==> config.mk <==
export PLATFORM = sky130hd
export DESIGN_NAME = piso_serializer_flat
export DESIGN_NICKNAME = d
export VERILOG_FILES = /design/src/rtl/piso_pkg.sv /design/src/rtl/piso_serializer_if.sv /design/src/rtl/mod_counter.sv /design/src/rtl/piso_serializer.sv /design/src/flat_wrapper.sv
export SDC_FILE = /design/constraint.sdc
export NUM_CORES = 1
export LEC_CHECK = 0
export BUFFER_PORTS_ARGS = -buffer_cell sky130_fd_sc_hd__buf_2
export CAP_MARGIN = 20
export CORE_UTILIZATION = 52
export DETAILED_ROUTE_END_ITERATION = 8
export PLACE_DENSITY_LB_ADDON = 0.15
export SLEW_MARGIN = 20
export SYNTH_ARGS = -nofsm -noshare
export SYNTH_HDL_FRONTEND = slang
export SYNTH_SLANG_ARGS = --single-unit
==> constraint.sdc <==
create_clock -name clk -period 2.65 [get_ports clk]
set_clock_uncertainty 0.1 [all_clocks]
set_input_delay 0.53 -clock clk [delete_from_list [all_inputs] [get_ports clk]]
set_output_delay 0.53 -clock clk [all_outputs]
set_load 0.01 [all_outputs]
==> src/rtl/piso_pkg.sv <==
// Shared types for the PISO serializer: FSM state encoding.
package piso_pkg;

  localparam int unsigned STATE_W = 2;

  typedef enum logic [STATE_W-1:0] {
    IDLE  = 2'd0,
    SHIFT = 2'd1,
    GAP   = 2'd2
  } state_t;

endpackage

==> src/rtl/piso_serializer_if.sv <==
// Parallel-in handshake plus serial-out and status signals of the serializer.
interface piso_serializer_if #(
  parameter int unsigned WIDTH = 8
);

  logic [WIDTH-1:0] data_in;
  logic             data_valid;
  logic             data_ready;
  logic             ser_out;
  logic             shift_en_out;
  logic             busy;
  logic             word_done;

  // Controlling side: supplies words, observes serial stream and status
  modport master (
    output data_in, data_valid,
    input  data_ready, ser_out, shift_en_out, busy, word_done
  );

  // Serializer side
  modport slave (
    input  data_in, data_valid,
    output data_ready, ser_out, shift_en_out, busy, word_done
  );

endinterface

==> src/rtl/mod_counter.sv <==
// Up counter with synchronous clear, enable and terminal-count flag at N-1.
// Holds at N-1 rather than wrapping; the owner clears it on state entry.
module mod_counter #(
  parameter int unsigned N = 8,
  parameter int unsigned W = 3
) (
  input  logic clk,
  input  logic rst,
  input  logic i_clr,
  input  logic i_en,
  output logic o_tc
);

  logic [W-1:0] r_cnt;
  logic         w_at_last;

  assign w_at_last = (r_cnt == W'(N - 1));
  assign o_tc      = i_en && w_at_last;

  // Count register: clear has priority, saturate at terminal count
  always_ff @(posedge clk) begin
    if (rst || i_clr) begin
      r_cnt <= '0;
    end else if (i_en && !w_at_last) begin
      r_cnt <= r_cnt + W'(1);
    end
  end

endmodule

==> src/rtl/piso_serializer.sv <==
// Parallel-to-serial feeder for a downstream shift register: one bit per
// clock with shift_en, then a programmable idle gap before the next word.
module piso_serializer
  import piso_pkg::*;
#(
  parameter int unsigned WIDTH      = 8,
  parameter bit          MSB_FIRST  = 1'b1,
  parameter int unsigned GAP_CYCLES = 2
) (
  input  logic             clk,
  input  logic             rst,
  piso_serializer_if.slave bus
);

  localparam int unsigned BIT_W   = $clog2(WIDTH);
  localparam int unsigned GAP_W   = (GAP_CYCLES > 0) ? $clog2(GAP_CYCLES + 1) : 1;
  localparam int unsigned OUT_IDX = MSB_FIRST ? (WIDTH - 1) : 0;

  state_t           r_state;
  state_t           w_state_nxt;
  logic [WIDTH-1:0] r_shreg;
  logic [WIDTH-1:0] w_shreg_nxt;
  logic             w_word_done_nxt;
  logic             w_bit_tc;
  logic             w_gap_tc;

  logic             r_data_ready;
  logic             r_ser_out;
  logic             r_shift_en;
  logic             r_busy;
  logic             r_word_done;

  // Bit counter: runs only in SHIFT, cleared everywhere else
  mod_counter #(.N(WIDTH), .W(BIT_W)) u_bit_cnt (
    .clk   (clk),
    .rst   (rst),
    .i_clr (r_state != SHIFT),
    .i_en  (r_state == SHIFT),
    .o_tc  (w_bit_tc)
  );

  // Gap counter only exists when an idle gap is configured
  if (GAP_CYCLES > 0) begin : g_gap
    mod_counter #(.N(GAP_CYCLES), .W(GAP_W)) u_gap_cnt (
      .clk   (clk),
      .rst   (rst),
      .i_clr (r_state != GAP),
      .i_en  (r_state == GAP),
      .o_tc  (w_gap_tc)
    );
  end else begin : g_no_gap
    assign w_gap_tc = 1'b1;
  end

  // Next-state, next shift register contents and word_done decode
  always_comb begin
    w_state_nxt     = r_state;
    w_shreg_nxt     = r_shreg;
    w_word_done_nxt = 1'b0;
    case (r_state)
      IDLE: begin
        if (bus.data_valid) begin
          w_shreg_nxt = bus.data_in;
          w_state_nxt = SHIFT;
        end
      end
      SHIFT: begin
        if (MSB_FIRST) begin
          w_shreg_nxt = {r_shreg[WIDTH-2:0], 1'b0};
        end else begin
          w_shreg_nxt = {1'b0, r_shreg[WIDTH-1:1]};
        end
        if (w_bit_tc) begin
          w_word_done_nxt = 1'b1;
          if (GAP_CYCLES > 0) begin
            w_state_nxt = GAP;
          end else begin
            w_state_nxt = IDLE;
          end
        end
      end
      GAP: begin
        if (w_gap_tc) begin
          w_state_nxt = IDLE;
        end
      end
      default: begin
        w_state_nxt = IDLE;
      end
    endcase
  end

  // State, data and output registers; outputs follow the state being entered
  always_ff @(posedge clk) begin
    if (rst) begin
      r_state      <= IDLE;
      r_shreg      <= '0;
      r_data_ready <= 1'b1;
      r_ser_out    <= 1'b0;
      r_shift_en   <= 1'b0;
      r_busy       <= 1'b0;
      r_word_done  <= 1'b0;
    end else begin
      r_state      <= w_state_nxt;
      r_shreg      <= w_shreg_nxt;
      r_data_ready <= (w_state_nxt == IDLE);
      r_ser_out    <= (w_state_nxt == SHIFT) && w_shreg_nxt[OUT_IDX];
      r_shift_en   <= (w_state_nxt == SHIFT);
      r_busy       <= (w_state_nxt != IDLE);
      r_word_done  <= w_word_done_nxt;
    end
  end

  assign bus.data_ready   = r_data_ready;
  assign bus.ser_out      = r_ser_out;
  assign bus.shift_en_out = r_shift_en;
  assign bus.busy         = r_busy;
  assign bus.word_done    = r_word_done;

endmodule

==> src/flat_wrapper.sv <==
// flat-port wrapper written by rule: the top's interface ports become plain ports
module piso_serializer_flat import piso_pkg::*;
#(
  parameter int unsigned WIDTH      = 8,
  parameter bit          MSB_FIRST  = 1'b1,
  parameter int unsigned GAP_CYCLES = 2
)
  (clk, rst, bus_data_in, bus_data_valid, bus_data_ready, bus_ser_out, bus_shift_en_out, bus_busy, bus_word_done);
  piso_serializer_if #(.WIDTH(WIDTH)) bus_i ();
  input  logic clk;
  input  logic rst;
  input wire logic [$bits(bus_i.data_in)-1:0] bus_data_in;
  input wire logic [$bits(bus_i.data_valid)-1:0] bus_data_valid;
  output wire logic [$bits(bus_i.data_ready)-1:0] bus_data_ready;
  output wire logic [$bits(bus_i.ser_out)-1:0] bus_ser_out;
  output wire logic [$bits(bus_i.shift_en_out)-1:0] bus_shift_en_out;
  output wire logic [$bits(bus_i.busy)-1:0] bus_busy;
  output wire logic [$bits(bus_i.word_done)-1:0] bus_word_done;
  assign bus_i.data_in = bus_data_in;
  assign bus_i.data_valid = bus_data_valid;
  assign bus_data_ready = bus_i.data_ready;
  assign bus_ser_out = bus_i.ser_out;
  assign bus_shift_en_out = bus_i.shift_en_out;
  assign bus_busy = bus_i.busy;
  assign bus_word_done = bus_i.word_done;
  piso_serializer #(.WIDTH(WIDTH), .MSB_FIRST(MSB_FIRST), .GAP_CYCLES(GAP_CYCLES)) u_core (.clk(clk), .rst(rst), .bus(bus_i));
endmodule
==> results of run 1 <==
## worst max path at each step
stage                                    end                                   start  slack, ns
3_5_place_dp      u_core.bus.busy$_SDFF_PP0_  u_core.u_bit_cnt.r_cnt[0]$_SDFFE_PP0P_       1.11
6_report          u_core.bus.busy$_SDFF_PP0_  u_core.u_bit_cnt.r_cnt[0]$_SDFFE_PP0P_       1.09
3_3_place_gp   u_core.bus.ser_out$_SDFF_PP0_                          bus_data_valid       1.15
5_1_grt           u_core.bus.busy$_SDFF_PP0_  u_core.u_bit_cnt.r_cnt[0]$_SDFFE_PP0P_       0.99
2_1_floorplan     u_core.bus.busy$_SDFF_PP0_  u_core.u_bit_cnt.r_cnt[0]$_SDFFE_PP0P_       1.15
4_1_cts           u_core.bus.busy$_SDFF_PP0_  u_core.u_bit_cnt.r_cnt[0]$_SDFFE_PP0P_       1.10
## cells by family after synthesis
logic type,count (synthesis),share of synthesized area
AOI/OAI and AO/OA,18,0.1611
xor gates and xnor gates,2,0.02212
adders and majority gates,3,0.04740
buffers and inverters,6,0.03948
DFF,20,0.5055
muxes,2,0.02528
and+or+nand+nor,31,0.1991
## metrics by stage
step                hold slack, ns  setup slack (ns)  power (uW)
floorplan                   0.3542             1.151       371.6
global placement            0.3729             1.145       388.1
detailed placement          0.3784             1.110       390.3
global route                0.3931            0.9940       654.7
finish                      0.3980             1.092       632.4
CTS                         0.4021             1.096       633.2
## layout make-up
type / instances / area [um2] / share of cell area
multi-input cells: 56 / 360.3 / 0.3924
inverters: 3 / 11.26 / 0.01226
clock buffers: 3 / 22.52 / 0.02452
well taps: 15 / 18.77 / 0.02044
flip-flops and latches: 20 / 400.4 / 0.4360
clock inverters: 1 / 30.03 / 0.03270
repair buffers: 15 / 75.07 / 0.08174
## power groups by stage
| stage | registers (uW) | clock network [uW] | logic, uW |
|---|---|---|---|
| floorplan | 333 | 0 | 38.5 |
| CTS | 327 | 249 | 56.6 |
| global placement | 334 | 0 | 54.5 |
| detailed placement | 334 | 0 | 56.2 |
| finish | 328 | 247 | 57.2 |
| global route | 330 | 262 | 62.9 |
## cell usage after synthesis, types with 2 or more instances
master	instances
sky130_fd_sc_hd__mux2i_1	2
sky130_fd_sc_hd__dfxtp_1	20
sky130_fd_sc_hd__nor2_1	17
sky130_fd_sc_hd__ha_1	3
sky130_fd_sc_hd__inv_1	3
sky130_fd_sc_hd__and3b_1	2
sky130_fd_sc_hd__a21oi_1	2
sky130_fd_sc_hd__o22ai_1	5
sky130_fd_sc_hd__nand2_1	2
sky130_fd_sc_hd__a211oi_1	6
sky130_fd_sc_hd__xor2_1	2
## worst register-to-register path, stage by stage, from the launching register on
cell	delay, ns
sky130_fd_sc_hd__dfxtp_1	0.39
sky130_fd_sc_hd__ha_1	0.16
sky130_fd_sc_hd__ha_1	0.27
sky130_fd_sc_hd__nand2_1	0.12
sky130_fd_sc_hd__and3b_1	0.22
sky130_fd_sc_hd__or2_1	0.21
## state kept, by name, summed over array words and instances, names as in the netlist, 2 cells and up
signal                        cells
u_core.u_bit_cnt.r_cnt            3
u_core.g_gap.u_gap_cnt.r_cnt      2
u_core.r_state                    2
u_core.r_shreg                    8
## per-layer routing
metal  vias up  track usage  part of all wire  wire [um]
li1        321            -                 -          -
met1       304       0.2219              0.49        742
met2        15       0.3594              0.47        714
met3         2      0.08152             0.041         62
met4         0      0.05000            0.0046          7
met5         -            0                 0          0
==> results.py, run 1 <==
metrics = {
    "clock_tree": {
        "cts_htree_levels": 1,
        "post_cts_hold_buffer_count": 0,
        "tritoncts": "yes",
        "post_cts.repair.setup_buffers": 0,
        "clock_tree.root_cell": "sky130_fd_sc_hd__clkbuf_4",
        "cts-root-to-sink-buffers": 2,
        "cts-resized-gates": 0,
        "insertion_delay_ns": 0.30,
        "cts_buffers": 3,
        "clk_transition_reported_paths_ns": 0.12,
        "tritoncts_num_sinks": 20,
    },
    "sta": {
        "totalNegativeSetupSlack_ns": 0,
        "grt_setup_unrepaired": "false",
        "number_of_endpoints_failing_setup_at_the_final_stage": 0,
        "achievable-frequency_ghz": 0.6417,
        "fin_crit_ns": 1.558,
        "finalHoldViolations": 0,
        "tightestPinTransition_ns": 0.3156,
        "slew-limit-headroom": 0.7893,
        "period_share": 0.5880,
        "finalMaxSlewViolations": 0,
    },
    "yosys": {
        "yosys_most_used_dff": "sky130_fd_sc_hd__dfxtp_1",
        "synth.area.top_cells": "sky130_fd_sc_hd__dfxtp_1 (51%), sky130_fd_sc_hd__nor2_1 (8.1%), sky130_fd_sc_hd__a211oi_1 (5.7%)",
        "synth_top_cell_area_share": 0.5055,
        "postSynthCellCount": 82,
        "synth-seq-area-share": 0.5055,
        "yosys_warnings": 0,
        "syn_area_per_cell_um2": 9.659,
        "post-synth-top-area-cell": "sky130_fd_sc_hd__dfxtp_1",
        "syn_area_um2": 792.0,
        "edff_count_synth": 0,
        "ys_async_sr_fraction": 0,
        "distinct_cells_synth": 29,
        "ys_ff_latch": 20,
        "synth_fp_nets": 96,
    },
    "place": {
        "dp_cells": 109,
        "detailedPlacementHpwl_um": 1061,
        "place.gp.congestion": 0.6715,
        "place.port_buffers": 15,
        "post_dp_cell_area_um2": 865.8,
    },
    "layout": {
        "most_frequent_standard_cell_in_the_layout_excluding_fill_and_tap_cells": "sky130_fd_sc_hd__dfxtp_1",
        "layout.cells.non_filler": 113,
        "drive_gt1_frac": 0.2245,
        "final.fill_count": 112,
        "postLayoutCoreUtil": 0.6722,
        "postLayoutCellArea_um2": 918.4,
        "final_net_count": 113,
        "diodes": 0,
        "area_growth_syn_to_layout_pct": 15.96,
        "layout_common_cells": "sky130_fd_sc_hd__dfxtp_1 (20), sky130_fd_sc_hd__nor2_1 (17), sky130_fd_sc_hd__buf_2 (15)",
    },
    "global_route": {
        "antenna_found_initial": 0,
        "grt_total_usage": 0.2032,
        "grt-ovfl-total": 0,
        "grt_pass1_vias": 511,
        "grt_first_pass_wirelength_um": 2152,
        "grt_max_degree": 13,
    },
    "floorplan": {
        "initial_utilization": 0.5797,
        "rows": 13,
        "floorplan.io_pins": 16,
        "die_h_um": 41.03,
        "fp.coreArea_um2": 1366,
        "die_area_um2": 1683,
        "floorplan.die.width_um": 41.03,
    },
    "power_and_ir_drop": {
        "power_report.internal_total_uw": 497.7,
        "vdd.ir_drop.worst_uv": 597.8,
        "power-per-cell-area_nw_per_um2": 688.6,
        "netSwitchingFraction": 0.2129,
        "power.net_switching_uw": 134.7,
        "pwr-share-comb": 0.091,
        "power_frac_clock": 0.391,
        "power.sequential.fraction": 0.518,
        "power.leakage_uw": 0.0004035,
    },
    "status": {
        "run_status": "completed",
    },
    "setup_path": {
        "cp_num_cells": 5,
        "critical_path.reg2reg.endpoint": "u_core.bus.busy$_SDFF_PP0_",
        "critical_path_max_stage_delay_ns": 0.39,
        "cp.buffers_inverters": 0,
        "crit_path_cell_trace": "ha_1 > ha_1 > nand2_1 > and3b_1 > or2_1",
        "reg2reg_setup_slack_ns": 1.09,
        "critPathTopFamily": "simple AND/OR/NAND/NOR gates",
        "path_common_cell": "sky130_fd_sc_hd__ha_1",
        "critical-path-slowest-cell": "sky130_fd_sc_hd__dfxtp_1",
        "cp-end-kind": "register",
        "worstPathArrival_ns": 1.66,
        "reg2regPathDepth": 5,
        "worst-path-max-fanout": 5,
        "crit_type": "register to register",
        "worst_r2r_startpoint": "u_core.u_bit_cnt.r_cnt[0]$_SDFFE_PP0P_",
        "cp_launch_type": "register",
        "critical_path_required_ns": 2.76,
    },
    "worst_hold_path": {
        "hold_path.startpoint": "u_core.g_gap.u_gap_cnt.r_cnt[1]$_SDFFE_PP0P_",
        "hold-path-cell-count": 2,
        "min_to": "u_core.g_gap.u_gap_cnt.r_cnt[1]$_SDFFE_PP0P_",
        "worst_hold_path_type": "register to register",
    },
    "route": {
        "drt_pre_antenna_iters": 4,
        "drt_iter0_drc": 26,
        "drtAntennaViolNets": 0,
        "wire_per_inst_um": 13.50,
        "drc": 0,
        "via_per_inst": 5.681,
        "drt_wl_total_um": 1526,
        "via_count": 642,
    },
    "run": {
        "maxCapViolCount": 0,
    },
}
(Power assumes the default switching activity.)
==> inputs of run 2 (changes only) <==
--- a/config.mk
+++ b/config.mk
@@ -7,7 +7,7 @@
 export LEC_CHECK = 0
 export BUFFER_PORTS_ARGS = -buffer_cell sky130_fd_sc_hd__buf_2
 export CAP_MARGIN = 20
-export CORE_UTILIZATION = 52
+export CORE_UTILIZATION = 51
 export DETAILED_ROUTE_END_ITERATION = 8
 export PLACE_DENSITY_LB_ADDON = 0.15
 export SLEW_MARGIN = 20
==> constraint.sdc (replaced) <==
create_clock -name clk -period 1.6 [get_ports clk]
set_clock_uncertainty 0.1 [all_clocks]
set_input_delay 0.32 -clock clk [delete_from_list [all_inputs] [get_ports clk]]
set_output_delay 0.32 -clock clk [all_outputs]
set_load 0.01 [all_outputs]
==> run 2 against run 1 <==
Global-route usage decreased by 5.0 points. Critical path type unchanged. Combinational power increased by 61%. Utilization increased by 1.1 points.
==> results.py, run 2 (synthesis results as in run 1) <==
metrics = {
    "status": {
        "run_status": "completed",
    },
    "sta": {
        "totalNegativeSetupSlack_ns": 0,
        "fin_crit_ns": 1.414,
        "achievable-frequency_ghz": 0.7074,
        "slew-limit-headroom": 0.8046,
        "grt_setup_unrepaired": "false",
        "period_share": 0.8835,
        "finalHoldViolations": 0,
        "finalHoldWorstSlack_ns": 0.1897,
        "tightestPinTransition_ns": 0.2928,
        "number_of_endpoints_failing_setup_at_the_final_stage": 0,
        "finalMaxSlewViolations": 0,
    },
    "clock_tree": {
        "cts-resized-gates": 0,
        "clock_tree.root_cell": "sky130_fd_sc_hd__clkbuf_4",
        "cts-root-to-sink-buffers": 2,
        "tritoncts": "yes",
        "tritoncts_num_sinks": 20,
        "clk_transition_reported_paths_ns": 0.11,
        "cts_buffers": 3,
        "post_cts_hold_buffer_count": 0,
        "cts_htree_levels": 1,
        "insertion_delay_ns": 0.30,
        "post_cts.repair.setup_buffers": 0,
    },
    "setup_path": {
        "worst-path-max-fanout": 4,
        "critical_path_required_ns": 1.76,
        "cp-end-kind": "register",
        "cp_launch_type": "register",
        "crit_type": "register to register",
        "worstPathArrival_ns": 1.57,
    },
    "power_and_ir_drop": {
        "vdd.ir_drop.worst_uv": 1302,
        "power-per-cell-area_nw_per_um2": 1109,
        "power.leakage_uw": 0.0004132,
    },
    "floorplan": {
        "fp.coreArea_um2": 1366,
        "floorplan.die.width_um": 41.41,
        "floorplan.io_pins": 16,
        "die_area_um2": 1714,
        "initial_utilization": 0.5797,
        "die_h_um": 41.41,
        "rows": 13,
    },
    "layout": {
        "area_growth_syn_to_layout_pct": 17.85,
        "layout_common_cells": "sky130_fd_sc_hd__dfxtp_1 (20), sky130_fd_sc_hd__nor2_1 (17), sky130_fd_sc_hd__buf_2 (15)",
        "flip_flop_count_of_the_largest_register_after_layout": 8,
        "drive_gt1_frac": 0.2400,
        "most_frequent_standard_cell_in_the_layout_excluding_fill_and_tap_cells": "sky130_fd_sc_hd__dfxtp_1",
        "final_net_count": 115,
        "final.fill_count": 123,
        "diodes": 0,
        "max_flop_register": "u_core.r_shreg",
        "top_regs": "u_core.r_shreg (8), u_core.u_bit_cnt.r_cnt (3)",
    },
    "global_route": {
        "grt_pass1_vias": 500,
        "grt_total_usage": 0.1535,
        "grt-ovfl-total": 0,
        "grt_met3_usage": 0.06522,
        "groute.layer.met2.usage": 0.2250,
        "grt_max_degree": 13,
        "grt_first_pass_wirelength_um": 2042,
        "global_route_layer_with_the_greatest_usage": "met2",
        "antenna_found_initial": 0,
        "use_met1": 0.1995,
    },
    "worst_hold_path": {
        "worst_hold_path_type": "primary input to register",
    },
    "route": {
        "via_per_inst": 5.330,
        "drt_pre_antenna_iters": 4,
        "wire_per_inst_um": 11.32,
        "drc": 0,
        "drt_wl_total_um": 1302,
        "drt_iter0_drc": 6,
        "drtAntennaViolNets": 0,
        "via_count": 613,
    },
    "place": {
        "place.port_buffers": 15,
        "place.gp.congestion": 0.7300,
        "detailedPlacementHpwl_um": 956.7,
    },
    "run": {
        "maxCapViolCount": 0,
    },
}
==> run 2: routing by layer <==
metal	vias up	wire (um)
li1	327	-
met1	273	666
met2	13	578
met3	0	57
met4	0	0
met5	-	0
==> run 2: stage by stage <==
stage | instances | total power, uW | cell area (um2) | setup WS (ns) | utilization
floorplan | 82 | 615.5 | 792.0 | 0.1007 | -
global placement | 111 | 641.8 | 880.8 | 0.2077 | 0.6447
detailed placement | 111 | 644.6 | 880.8 | 0.1877 | 0.6447
CTS | 115 | 1046 | 933.4 | 0.1813 | 0.6832
global route | 115 | 1081 | 933.4 | 0.08979 | 0.6832
finish | 115 | 1035 | 933.4 | 0.1864 | 0.6832
==> run 2: cell type report <==
cell class              count  area [um2]  area share
clock buffers               3       22.52     0.02413
clock inverters             1       30.03     0.03217
inverters                   3       11.26     0.01206
multi-input cells          56       360.3      0.3861
flip-flops and latches     20       400.4      0.4290
well taps                  15       18.77     0.02011
repair buffers             17       90.09     0.09651
==> run 2: final timing paths <==
kind,start,to,slack (ns),depth (start not counted)
setup / recovery,u_core.g_gap.u_gap_cnt.r_cnt[1]$_SDFFE_PP0P_,u_core.bus.busy$_SDFF_PP0_,0.19,5
hold / removal,bus_data_in[0],u_core.r_shreg[0]$_SDFFE_PP0P_,0.19,3
setup reg to reg,u_core.g_gap.u_gap_cnt.r_cnt[1]$_SDFFE_PP0P_,u_core.bus.busy$_SDFF_PP0_,0.19,5
hold reg to reg,u_core.r_shreg[0]$_SDFFE_PP0P_,u_core.r_shreg[0]$_SDFFE_PP0P_,0.40,2
==> run 2: critical path, cell delays in order (launching register included) <==
cell and delay, ns:
sky130_fd_sc_hd__dfxtp_1 0.34, sky130_fd_sc_hd__inv_1 0.04, sky130_fd_sc_hd__ha_1 0.22, sky130_fd_sc_hd__or3b_1 0.38
sky130_fd_sc_hd__a21oi_2 0.18, sky130_fd_sc_hd__or2_1 0.12
==> run 2: where the power goes <==
part / internal (uW) / switching (uW) / leakage (uW)
combinational: 44.4 / 47.7 / 0.000220
clock: 253 / 148 / 0.0000279
sequential: 527 / 14.6 / 0.000165
total: 824 / 211 / 0.000413
==> inputs of run 3 (changes only) <==
--- a/config.mk
+++ b/config.mk
@@ -5,9 +5,11 @@
 export SDC_FILE = /design/constraint.sdc
 export NUM_CORES = 1
 export LEC_CHECK = 0
+export ABC_AREA = 1
 export BUFFER_PORTS_ARGS = -buffer_cell sky130_fd_sc_hd__buf_2
 export CAP_MARGIN = 20
-export CORE_UTILIZATION = 51
+export CORE_UTILIZATION = 52
+export CTS_BUF_LIST = sky130_fd_sc_hd__clkbuf_2 sky130_fd_sc_hd__clkbuf_4 sky130_fd_sc_hd__clkbuf_8
 export DETAILED_ROUTE_END_ITERATION = 8
 export PLACE_DENSITY_LB_ADDON = 0.15
 export SLEW_MARGIN = 20
==> run 3 against run 2 <==
Clock-buffer cell count is the same. Power grew 2.7%. Combinational power grew 25%. Setup slack gained 0.019 ns. Sequential share of layout area shrank 5.7 points. Cell count grew 57%. Non-clock buffer count shrank 2. Die area grew 14%. Via count grew 28%. Global-route usage grew 4.9 points. Register-to-register slack gained 0.02 ns.
==> results.py, run 3 <==
metrics = {
    "setup_path": {
        "critical_path_required_ns": 1.72,
        "cp_launch_type": "register",
        "crit_path_cell_trace": "ha_1 > ha_1 > inv_1 > o21ai_1 > nor2_2 > nand2_1 > inv_1",
        "worstPathArrival_ns": 1.52,
        "critPathTopFamily": "adder cells",
        "reg2reg_setup_slack_ns": 0.21,
        "cp-end-kind": "register",
        "worst-path-max-fanout": 5,
        "cp_num_cells": 7,
        "critical_path.reg2reg.endpoint": "u_core.bus.ser_out$_SDFF_PP0_",
        "critical_path_max_stage_delay_ns": 0.37,
        "worst_r2r_startpoint": "u_core.u_bit_cnt.r_cnt[0]$_SDFFE_PP0P_",
        "cp.buffers_inverters": 2,
        "timing.critical_path.from": "u_core.u_bit_cnt.r_cnt[0]$_SDFFE_PP0P_",
        "critical-path-slowest-cell": "sky130_fd_sc_hd__dfxtp_1",
        "crit_end": "u_core.bus.ser_out$_SDFF_PP0_",
        "reg2regPathDepth": 7,
        "crit_type": "register to register",
    },
    "place": {
        "detailedPlacementHpwl_um": 1191,
        "place.gp.congestion": 0.7402,
        "place.port_buffers": 15,
        "place_worst_setup_slack_ns": 0.2058,
    },
    "worst_hold_path": {
        "worst_hold_path_type": "primary input to register",
    },
    "sta": {
        "finalMaxSlewViolations": 0,
        "grt_setup_unrepaired": "false",
        "finalHoldViolations": 0,
        "number_of_endpoints_failing_setup_at_the_final_stage": 0,
        "period_share": 0.8716,
        "worst_slack_ns": 0.2054,
        "slew-limit-headroom": 0.7556,
        "tightestPinTransition_ns": 0.3662,
        "achievable-frequency_ghz": 0.7170,
        "totalNegativeSetupSlack_ns": 0,
        "fin_crit_ns": 1.395,
    },
    "power_and_ir_drop": {
        "power-per-cell-area_nw_per_um2": 986.5,
        "power.leakage_uw": 0.0006099,
        "vdd.ir_drop.worst_uv": 610.8,
    },
    "global_route": {
        "grt_pass1_vias": 658,
        "grt_total_usage": 0.2029,
        "grt-ovfl-total": 0,
        "grt_first_pass_wirelength_um": 2739,
        "antenna_found_initial": 0,
        "grt_max_degree": 13,
    },
    "route": {
        "drt_iter0_drc": 13,
        "route.met3.wl_um": 59,
        "route.met2.wl_um": 761,
        "drt_wl_total_um": 1652,
        "wirelength_met1_um": 784,
        "via_per_inst": 4.344,
        "drc": 0,
        "drtAntennaViolNets": 0,
        "drt_pre_antenna_iters": 6,
        "via_count": 782,
        "top_layer_used": "met4",
        "wire_per_inst_um": 9.178,
    },
    "layout": {
        "area_growth_syn_to_layout_pct": 16.04,
        "drive_gt1_frac": 0.1795,
        "layout_common_cells": "sky130_fd_sc_hd__nand2_1 (39), sky130_fd_sc_hd__nor2_1 (29), sky130_fd_sc_hd__inv_1 (25)",
        "most_frequent_standard_cell_in_the_layout_excluding_fill_and_tap_cells": "sky130_fd_sc_hd__nand2_1",
        "flip_flop_count_of_the_largest_register_after_layout": 8,
        "top_regs": "u_core.r_shreg (8), u_core.u_bit_cnt.r_cnt (3)",
        "diodes": 0,
        "final.fill_count": 144,
        "final_net_count": 171,
        "max_flop_register": "u_core.r_shreg",
    },
    "floorplan": {
        "floorplan.die.width_um": 44.26,
        "floorplan.io_pins": 16,
        "rows": 14,
        "fp.coreArea_um2": 1594,
        "die_area_um2": 1959,
        "die_h_um": 44.26,
        "initial_utilization": 0.5824,
    },
    "clock_tree": {
        "tritoncts": "yes",
        "cts-resized-gates": 0,
        "insertion_delay_ns": 0.31,
        "cts_buffers": 3,
        "tritoncts_num_sinks": 20,
        "clk_transition_reported_paths_ns": 0.12,
        "clock_tree.root_cell": "sky130_fd_sc_hd__clkbuf_4",
        "cts_htree_levels": 1,
        "post_cts.repair.setup_buffers": 0,
        "post_cts_hold_buffer_count": 0,
        "cts-root-to-sink-buffers": 2,
    },
    "yosys": {
        "postSynthCellCount": 139,
        "yosys_most_used_dff": "sky130_fd_sc_hd__dfxtp_1",
        "synth_fp_nets": 153,
        "synth_top_cell_area_share": 0.4313,
        "ys_ff_latch": 20,
        "post-synth-top-area-cell": "sky130_fd_sc_hd__dfxtp_1",
        "syn_area_um2": 928.4,
        "yosys_warnings": 0,
        "synth.area.top_cells": "sky130_fd_sc_hd__dfxtp_1 (43%), sky130_fd_sc_hd__nand2_1 (16%), sky130_fd_sc_hd__nor2_1 (12%)",
        "synth-seq-area-share": 0.4313,
        "synth.cells.most_frequent": "sky130_fd_sc_hd__nand2_1 (39), sky130_fd_sc_hd__nor2_1 (29), sky130_fd_sc_hd__inv_1 (25), sky130_fd_sc_hd__dfxtp_1 (20)",
        "synthMostInstantiatedCell": "sky130_fd_sc_hd__nand2_1",
        "syn_area_per_cell_um2": 6.679,
        "ys_async_sr_fraction": 0,
        "edff_count_synth": 0,
        "distinct_cells_synth": 20,
    },
    "status": {
        "run_status": "completed",
    },
    "run": {
        "maxCapViolCount": 0,
    },
}
-- run 3: cell type report --
cell class                      count  area [um2]  share of cell area
Inverter                           27       102.6             0.09524
Tap cell                           24       30.03             0.02787
Clock inverter                      1       30.03             0.02787
Sequential cell                    20       400.4              0.3717
Timing Repair Buffer               15       75.07             0.06969
Multi-Input combinational cell     90       416.7              0.3868
Clock buffer                        3       22.52             0.02091
-- run 3: per-layer routing --
| metal | global-route usage | up-vias |
|---|---|---|
| li1 | - | 438 |
| met1 | 0.2423 | 325 |
| met2 | 0.3176 | 15 |
| met3 | 0.04898 | 4 |
| met4 | 0.1455 | 0 |
| met5 | 0 | - |
-- run 3: report_power, final --
part / switching (uW) / internal [uW] / total (uW) / leakage [uW]
Clock: 162 / 253 / 415 / 0.0000279
Sequential: 10.7 / 522 / 532 / 0.000164
Combinational: 70.8 / 44.3 / 115 / 0.000418
Total: 244 / 819 / 1060 / 0.000610
-- run 3: through the flow --
step / utilization / cell area, um2 / cells / hold slack [ns] / power [uW]
detailed placement: 0.6429 / 1025 / 176 / 0.3522 / 658.6
CTS: 0.6758 / 1077 / 180 / 0.1559 / 1071
global placement: 0.6429 / 1025 / 176 / 0.3488 / 656.0
finish: 0.6758 / 1077 / 180 / 0.1626 / 1063
global route: 0.6758 / 1077 / 180 / 0.1699 / 1106
floorplan: - / 928.4 / 139 / 0.3274 / 624.7
-- run 3: cell families (layout without fill, tap and decap cells) --
kind of cell | after synthesis | in the layout | synth area share
AOI/OAI and AO/OA | 6 | 6 | 0.03639
and+or+nand+nor | 79 | 79 | 0.3531
DFF | 20 | 20 | 0.4313
xor gates and xnor gates | 2 | 2 | 0.01887
adders and majority gates | 3 | 3 | 0.04044
buffers and inverters | 29 | 46 | 0.1199
-- run 3: worst min-delay path, delay by kind of cell --
kind	cells	cell delay (ns)
buf+inv	1	0.09
simple gates	1	0.07
compound gates	1	0.06
-- run 3: worst min-delay path by stage --
stage / cells after the start / endpoint / startpoint
finish: 3 / u_core.r_shreg[0]$_SDFFE_PP0P_ / bus_data_in[0]
global route: 3 / u_core.r_shreg[0]$_SDFFE_PP0P_ / bus_data_in[0]
CTS: 3 / u_core.r_shreg[0]$_SDFFE_PP0P_ / bus_data_in[0]
detailed placement: 2 / u_core.u_bit_cnt.r_cnt[2]$_SDFFE_PP0P_ / u_core.u_bit_cnt.r_cnt[2]$_SDFFE_PP0P_
global placement: 2 / u_core.u_bit_cnt.r_cnt[2]$_SDFFE_PP0P_ / u_core.u_bit_cnt.r_cnt[2]$_SDFFE_PP0P_
floorplan: 2 / u_core.u_bit_cnt.r_cnt[2]$_SDFFE_PP0P_ / u_core.u_bit_cnt.r_cnt[2]$_SDFFE_PP0P_
